$ cat config.mk
export PLATFORM = sky130hd
export DESIGN_NAME = lc3_controller
export DESIGN_NICKNAME = d
export VERILOG_FILES = /design/src/rtl/lc3_ctrl_pkg.sv /design/src/rtl/lc3_ctrl_hazard.sv /design/src/rtl/lc3_controller.sv
export SDC_FILE = /design/constraint.sdc
export NUM_CORES = 1
export LEC_CHECK = 0
export CAP_MARGIN = 20
export CORE_MARGIN = 10
export CORE_UTILIZATION = 28
export CTS_CLUSTER_SIZE = 20
export DETAILED_ROUTE_END_ITERATION = 10
export PLACE_DENSITY = 0.76
export SYNTH_ARGS = -nofsm -noshare
export SYNTH_HDL_FRONTEND = slang
export SYNTH_SLANG_ARGS = --single-unit
$ cat constraint.sdc
create_clock -name clock -period 4.65 [get_ports clock]
set_input_delay 1.395 -clock clock [delete_from_list [all_inputs] [get_ports clock]]
set_output_delay 1.395 -clock clock [all_outputs]
set_load 0.01 [all_outputs]
$ cat src/rtl/lc3_ctrl_pkg.sv
// -----------------------------------------------------------------------------
// lc3_ctrl_pkg
// Shared definitions for the LC-3 pipeline controller:
//   - 4-bit opcode constants (IR[15:12])
//   - mem_state output encodings
//   - controller FSM state enum
//   - fill-counter / branch-stall constants
//   - opcode classification helpers
// -----------------------------------------------------------------------------
package lc3_ctrl_pkg;

  localparam logic [3:0] OP_BR  = 4'b0000;
  localparam logic [3:0] OP_ADD = 4'b0001;
  localparam logic [3:0] OP_LD  = 4'b0010;
  localparam logic [3:0] OP_ST  = 4'b0011;
  localparam logic [3:0] OP_AND = 4'b0101;
  localparam logic [3:0] OP_LDR = 4'b0110;
  localparam logic [3:0] OP_STR = 4'b0111;
  localparam logic [3:0] OP_NOT = 4'b1001;
  localparam logic [3:0] OP_LDI = 4'b1010;
  localparam logic [3:0] OP_STI = 4'b1011;
  localparam logic [3:0] OP_JMP = 4'b1100;

  localparam logic [1:0] MEM_RD   = 2'd0;
  localparam logic [1:0] MEM_WR   = 2'd1;
  localparam logic [1:0] MEM_IND  = 2'd2;
  localparam logic [1:0] MEM_IDLE = 2'd3;

  // Pipeline fill saturates once every stage holds a valid instruction.
  localparam logic [2:0] FILL_MAX = 3'd4;
  // Branch stall lasts three cycles: the counter walks 2,1,0.
  localparam logic [1:0] BR_STALL_LAST = 2'd2;

  // State names carry an S_ prefix because MEM_IND is already the
  // mem_state code for an indirect-address read.
  typedef enum logic [2:0] {
    S_RUN,
    S_MEM_IND,
    S_MEM_READ,
    S_MEM_WRITE,
    S_BR_STALL
  } ctrl_state_e;

  function automatic logic is_alu_op(input logic [3:0] op);
    return (op == OP_ADD) || (op == OP_AND) || (op == OP_NOT);
  endfunction

  function automatic logic is_load_op(input logic [3:0] op);
    return (op == OP_LD) || (op == OP_LDR) || (op == OP_LDI);
  endfunction

  function automatic logic is_mem_op(input logic [3:0] op);
    return (op == OP_LD) || (op == OP_LDR) || (op == OP_LDI) ||
           (op == OP_ST) || (op == OP_STR) || (op == OP_STI);
  endfunction

endpackage

$ cat src/rtl/lc3_ctrl_hazard.sv
// -----------------------------------------------------------------------------
// lc3_ctrl_hazard
// Purely combinational forwarding detection between execute and decode.
// Ports:
//   IR           in  16  instruction in decode (consumer)
//   IR_Exec      in  16  instruction in execute (producer)
//   bypass_alu_1 out  1  ALU result -> SR1
//   bypass_alu_2 out  1  ALU result -> SR2
//   bypass_mem_1 out  1  load data  -> SR1
//   bypass_mem_2 out  1  load data  -> SR2
// Outputs are raw; the controller gates them with its state.
// -----------------------------------------------------------------------------
module lc3_ctrl_hazard
  import lc3_ctrl_pkg::*;
(
  input  logic [15:0] IR,
  input  logic [15:0] IR_Exec,
  output logic        bypass_alu_1,
  output logic        bypass_alu_2,
  output logic        bypass_mem_1,
  output logic        bypass_mem_2
);

  logic [3:0] dec_op;
  logic [3:0] exe_op;
  logic       sr1_hit;
  logic       sr2_hit;

  assign dec_op = IR[15:12];
  assign exe_op = IR_Exec[15:12];

  // SR1 lives in IR[8:6] for every consumer listed here.
  assign sr1_hit = (IR_Exec[11:9] == IR[8:6]) &&
                   ((dec_op == OP_ADD) || (dec_op == OP_AND) || (dec_op == OP_NOT) ||
                    (dec_op == OP_LDR) || (dec_op == OP_STR) || (dec_op == OP_JMP));

  // SR2 only exists in register-mode ADD/AND (IR[5]=0).
  assign sr2_hit = (IR_Exec[11:9] == IR[2:0]) && !IR[5] &&
                   ((dec_op == OP_ADD) || (dec_op == OP_AND));

  assign bypass_alu_1 = is_alu_op(exe_op)  && sr1_hit;
  assign bypass_alu_2 = is_alu_op(exe_op)  && sr2_hit;
  assign bypass_mem_1 = is_load_op(exe_op) && sr1_hit;
  assign bypass_mem_2 = is_load_op(exe_op) && sr2_hit;

  logic unused_bits;
  assign unused_bits = ^{IR[11:9], IR[4:3], IR_Exec[8:0]};

endmodule

$ cat src/rtl/lc3_controller.sv
// -----------------------------------------------------------------------------
// lc3_controller
// Stall/enable controller for a five-stage LC-3 pipeline.
// Ports:
//   clock, reset (async, active-low)
//   complete_data, complete_instr      memory handshakes
//   IR, IR_Exec, IMem_dout, NZP, psr   instruction / condition inputs
//   enable_updatePC/fetch/decode/execute/writeback   stage enables
//   br_taken                           PC redirect
//   bypass_alu_1/2, bypass_mem_1/2     forwarding selects
//   mem_state                          0 rd, 1 wr, 2 indirect rd, 3 idle
// All outputs are combinational from registered state and current inputs.
// -----------------------------------------------------------------------------
module lc3_controller
  import lc3_ctrl_pkg::*;
(
  input  logic        clock,
  input  logic        reset,
  input  logic        complete_data,
  input  logic        complete_instr,
  input  logic [15:0] IR,
  input  logic [15:0] IR_Exec,
  input  logic [15:0] IMem_dout,
  input  logic [2:0]  NZP,
  input  logic [2:0]  psr,
  output logic        enable_updatePC,
  output logic        enable_fetch,
  output logic        enable_decode,
  output logic        enable_execute,
  output logic        enable_writeback,
  output logic        br_taken,
  output logic        bypass_alu_1,
  output logic        bypass_alu_2,
  output logic        bypass_mem_1,
  output logic        bypass_mem_2,
  output logic [1:0]  mem_state
);

  ctrl_state_e state_q, state_d;
  logic [2:0]  fill_q, fill_d;
  logic [1:0]  stall_cnt_q, stall_cnt_d;
  logic        br_pend_q, br_pend_d;   // branch seen while a memory op won
  logic        ind_wr_q, ind_wr_d;     // indirect op is STI (else LDI)

  logic [3:0]  exe_op;
  logic [3:0]  fetch_op;
  logic        mem_go;
  logic        br_go;
  logic        raw_alu_1, raw_alu_2, raw_mem_1, raw_mem_2;
  logic        bypass_ok;

  assign exe_op   = IR_Exec[15:12];
  assign fetch_op = IMem_dout[15:12];

  lc3_ctrl_hazard u_hazard (
    .IR           (IR),
    .IR_Exec      (IR_Exec),
    .bypass_alu_1 (raw_alu_1),
    .bypass_alu_2 (raw_alu_2),
    .bypass_mem_1 (raw_mem_1),
    .bypass_mem_2 (raw_mem_2)
  );

  // Outputs are also gated by reset so they drop in the same cycle it asserts.
  always_comb begin
    enable_updatePC  = 1'b0;
    enable_fetch     = 1'b0;
    enable_decode    = 1'b0;
    enable_execute   = 1'b0;
    enable_writeback = 1'b0;
    mem_state        = MEM_IDLE;
    br_taken         = 1'b0;
    if (reset) begin
      case (state_q)
        S_RUN: begin
          enable_updatePC  = (fill_q >= 3'd1);
          enable_fetch     = (fill_q >= 3'd1);
          enable_decode    = (fill_q >= 3'd2);
          enable_execute   = (fill_q >= 3'd3);
          enable_writeback = (fill_q >= 3'd4);
        end
        S_BR_STALL: begin
          enable_decode    = 1'b1;
          enable_execute   = 1'b1;
          enable_writeback = 1'b1;
        end
        S_MEM_IND:   mem_state = MEM_IND;
        S_MEM_READ: begin
          mem_state        = MEM_RD;
          enable_writeback = complete_data;
        end
        S_MEM_WRITE: mem_state = MEM_WR;
        default: ;
      endcase
      br_taken = enable_execute &&
                 ((exe_op == OP_JMP) || ((exe_op == OP_BR) && (|(NZP & psr))));
      // During the stall the PC only moves to load the resolved target.
      if (state_q == S_BR_STALL) begin
        enable_updatePC = br_taken;
      end
    end
  end

  assign bypass_ok    = reset && (state_q == S_RUN);
  assign bypass_alu_1 = bypass_ok && raw_alu_1;
  assign bypass_alu_2 = bypass_ok && raw_alu_2;
  assign bypass_mem_1 = bypass_ok && raw_mem_1;
  assign bypass_mem_2 = bypass_ok && raw_mem_2;

  assign mem_go = enable_execute && is_mem_op(exe_op);
  // A branch deferred behind a memory op re-triggers on return to RUN.
  assign br_go  = (enable_fetch && complete_instr &&
                   ((fetch_op == OP_BR) || (fetch_op == OP_JMP))) || br_pend_q;

  always_comb begin
    state_d     = state_q;
    fill_d      = (fill_q == FILL_MAX) ? fill_q : fill_q + 3'd1;
    stall_cnt_d = stall_cnt_q;
    br_pend_d   = br_pend_q;
    ind_wr_d    = ind_wr_q;
    case (state_q)
      S_RUN: begin
        if (mem_go) begin
          br_pend_d = br_go;
          ind_wr_d  = (exe_op == OP_STI);
          if ((exe_op == OP_LD) || (exe_op == OP_LDR)) begin
            state_d = S_MEM_READ;
          end else if ((exe_op == OP_ST) || (exe_op == OP_STR)) begin
            state_d = S_MEM_WRITE;
          end else begin
            state_d = S_MEM_IND;
          end
        end else if (br_go) begin
          state_d     = S_BR_STALL;
          stall_cnt_d = BR_STALL_LAST;
          br_pend_d   = 1'b0;
        end
      end
      S_MEM_IND: begin
        if (complete_data) begin
          state_d = ind_wr_q ? S_MEM_WRITE : S_MEM_READ;
        end
      end
      S_MEM_READ, S_MEM_WRITE: begin
        if (complete_data) begin
          state_d = S_RUN;
        end
      end
      S_BR_STALL: begin
        if (stall_cnt_q == 2'd0) begin
          state_d = S_RUN;
        end else begin
          stall_cnt_d = stall_cnt_q - 2'd1;
        end
      end
      default: state_d = S_RUN;
    endcase
  end

  always_ff @(posedge clock or negedge reset) begin
    if (!reset) begin
      state_q     <= S_RUN;
      fill_q      <= 3'd0;
      stall_cnt_q <= 2'd0;
      br_pend_q   <= 1'b0;
      ind_wr_q    <= 1'b0;
    end else begin
      state_q     <= state_d;
      fill_q      <= fill_d;
      stall_cnt_q <= stall_cnt_d;
      br_pend_q   <= br_pend_d;
      ind_wr_q    <= ind_wr_d;
    end
  end

  logic unused_bits;
  assign unused_bits = ^IMem_dout[11:0];

endmodule

==> flow_summary.toml <==
[cells_and_area]
antenna-diode-count = 0
fill_cells = 307
nets = 219
fin_area_um2 = 1471
drive_gt1_share_pct = 13.55
area_delta_synth_final_pct = 62.21

[floorplanning]
die_width_um = 76.92
initial_core_util_pct = 29.47
fp-row-count = 20
io_pins = 70
core_um2 = 3078
die_h_um = 76.92
die-area_um2 = 5917

[global_route]
grt_pass1_wl_mm = 4.664
grt_usage_pct = 9.321
antenna_found_initial = 0
grt_max_degree = 17
grt_pass1_vias = 1062
grt-ovfl-total = 0

[detailed_routing]
drt_pass1_iterations = 4
vias_per_cell = 4.910
wl_per_cell_um = 13.92
drt_iter0_markers = 53
via_count = 977
routed_wl_mm = 2.771
drtAntennaViolNets = 0
drc = 0

[synth]
yosys.area.top_type = "dfrtp_1"
ys_ff_latch = 10
synth_edf_count = 0
synth.top_cells.by_area = "dfrtp_1 28%, ha_1 6.9%, xnor2_1 6.8%, nor2_1 5.4%, nand2_1 4.1%"
ys_types = 42
yosysWarnings = 0
synth_xor_xnor_area_share_pct = 7.724
syn_avg_cell_area_um2 = 8.639
synth.top_cell.area_share_pct = 27.59
synth.area.mux_share_pct = 2.483
synthAdderAreaFrac_pct = 6.897
synth_fp_nets = 168
ys.flop_type = "dfrtp_1"
syn_area_um2 = 907.1
ys_seq_area_share_pct = 27.59
syn_inst = 105
yosys.area_share.simple_pct = 28.69
synth_top_family_by_area = "simple AND/OR/NAND/NOR gates"
async_reset_ff_share_pct = 100.0
synth_compound_area_share_pct = 21.66

[sta]
maxSlewHeadroom_pct = 70.59
rsz0062_at_grt = "false"
max_freq_mhz = 222.3
skew_ns = 0.001928
hold_viol = 0
finalCritPeriodShare_pct = 96.75
tightest_slew_ns = 0.4411
maxSlewViolCount = 0
period_minus_slack_ns = 4.499
hold_slack_ns = 0.4800
finalSetupViolations = 0

[critical_path]
required_ns = 3.25
cp.depth = 5
path_buf_inv = 2
cp_top_family = "buffers and inverters"
crit_chain = "clkdlybuf4s50_1, nor4b_4, nand2_1, nor3_1, clkdlybuf4s50_1"
critPathArrivalTime_ns = 3.10
crit_type = "input port to output port"
max_stage_delay_ns = 0.58
crit_path_top_delay_cell = "clkdlybuf4s50_1"
cp_max_fo = 3
rr_startpoint = "fill_q[0]"
crit_top_cell = "clkdlybuf4s50_1"
endpoint_kind = "output port"
rr_endpoint = "state_q[0]"
regToRegSetupSlack_ns = 2.49
cp-start-kind = "input port"
r2r_cells = 6

[cts]
cts_tree = "done"
clk-insertion-delay-late_ns = 0.26
clk_pin_slew_ns = 0.07
ctsLongestPathBuffers = 2
post-cts-setup-buffers = 0
htree_levels = 1
numCtsBuffers = 3
clock_sinks = 10
root_buffer = "clkbuf_4"

[placed_design]
gp_congestion = 0.7840
port_buffers = 43
place_area_um2 = 1435
hpwl_mm = 2.397

[job]
maxCapViolCount = 0

[hold_path]
min_path_type = "flop to flop"
holdPathStages = 2
min_from = "ind_wr_q"
hold_end = "ind_wr_q"

[power_and_ir_drop]
ir_drop_uv = 99.86
cellPowerDensity_nw_per_um2 = 321.6
p_leak_nw = 0.6132

[status]
status = "complete, no violations"
[routing by layer]
metal | GRT usage [%] | vias up | share of wire (%)
li1 | - | 484 | -
met2 | 16.02 | 37 | 49
met1 | 9.914 | 454 | 41
met5 | 0 | - | 0
met4 | 4.461 | 0 | 1.1
met3 | 3.263 | 2 | 8.4
[how the worst max path moves through the flow]
stage	start	endpoint
global route	IR[15]	bypass_alu_1
detailed placement	IR_Exec[14]	enable_updatePC
finish	reset	bypass_mem_2
CTS	IR[12]	bypass_mem_1
global placement	IR_Exec[14]	enable_updatePC
floorplan	IR_Exec[14]	enable_updatePC
[flip-flops by register name, indices dropped and copies added (netlist names)]
| register | count |
|---|---|
| ind_wr_q | 1 |
| state_q | 3 |
| fill_q | 3 |
| br_pend_q | 1 |
| stall_cnt_q | 2 |
[layout by cell type (no fill, tap or decap), types with 3 or more instances in the layout]
cell type / n
clkdlybuf4s50_1: 40
nor2_1: 13
nand2_1: 10
dfrtp_1: 10
inv_1: 8
xnor2_1: 7
nor3_1: 7
ha_1: 5
buf_4: 5
nand4_1: 3
a21oi_1: 3
clkbuf_4: 3
[logic make-up after synthesis]
family,count (synthesis)
flip-flops,10
buffers and inverters,11
XOR/XNOR,8
multiplexers,2
AO/OA/AOI/OAI,22
AND/OR/NAND/NOR,47
adder cells (fa/ha/maj),5
[worst reg2reg max path, stage by stage (launching register included)]
cell and delay, ns:
dfrtp_1 0.45, ha_1 0.24, ha_1 0.17, a2111o_1 0.39
a311oi_2 0.33, a211oi_2 0.13, mux2_1 0.33
[cells in the mapped netlist, types with 2 or more instances]
master,instances
buf_2,3
dfrtp_1,10
nand2_1,10
ha_1,5
xnor2_1,7
nor3_1,7
nor2_1,13
inv_1,8
mux2_1,2
a211oi_1,2
o21ai_0,2
a21oi_1,3
or2_2,2
nand4_1,3
[report_power, final]
group          internal, mW  total, mW  switching (mW)
clock                0.0475     0.0784          0.0309
combinational         0.145      0.259           0.114
sequential            0.105      0.136          0.0308
total                 0.297      0.473           0.176
[timing repair]
action / CTS / global route
hold buffers: 0 / 0
setup endpoints to repair: 2 / 1
gates resized for setup: 2 / 1
[cell type report]
class	count	area [um2]	area share, %
sequential	10	250.2	17.01
timing repair buffer	49	488.0	33.16
clock buffer	4	36.28	2.466
tap	44	55.05	3.741
inverter	8	30.03	2.041
multi-input combinational	84	611.8	41.58
[stage by stage]
stage / power, mW / setup WS, ns / instances / utilization (%) / setup TNS [ns]
floorplan: 0.2847 / 0.9483 / 105 / - / 0
global placement: 0.3936 / -0.03085 / 195 / 46.63 / -0.03085
detailed placement: 0.4025 / -0.02285 / 195 / 46.63 / -0.02285
CTS: 0.4807 / 0.04328 / 199 / 47.72 / 0
global route: 0.5113 / 0.04195 / 199 / 47.80 / 0
finish: 0.4732 / 0.1512 / 199 / 47.80 / 0
(Power assumes the default switching activity.)
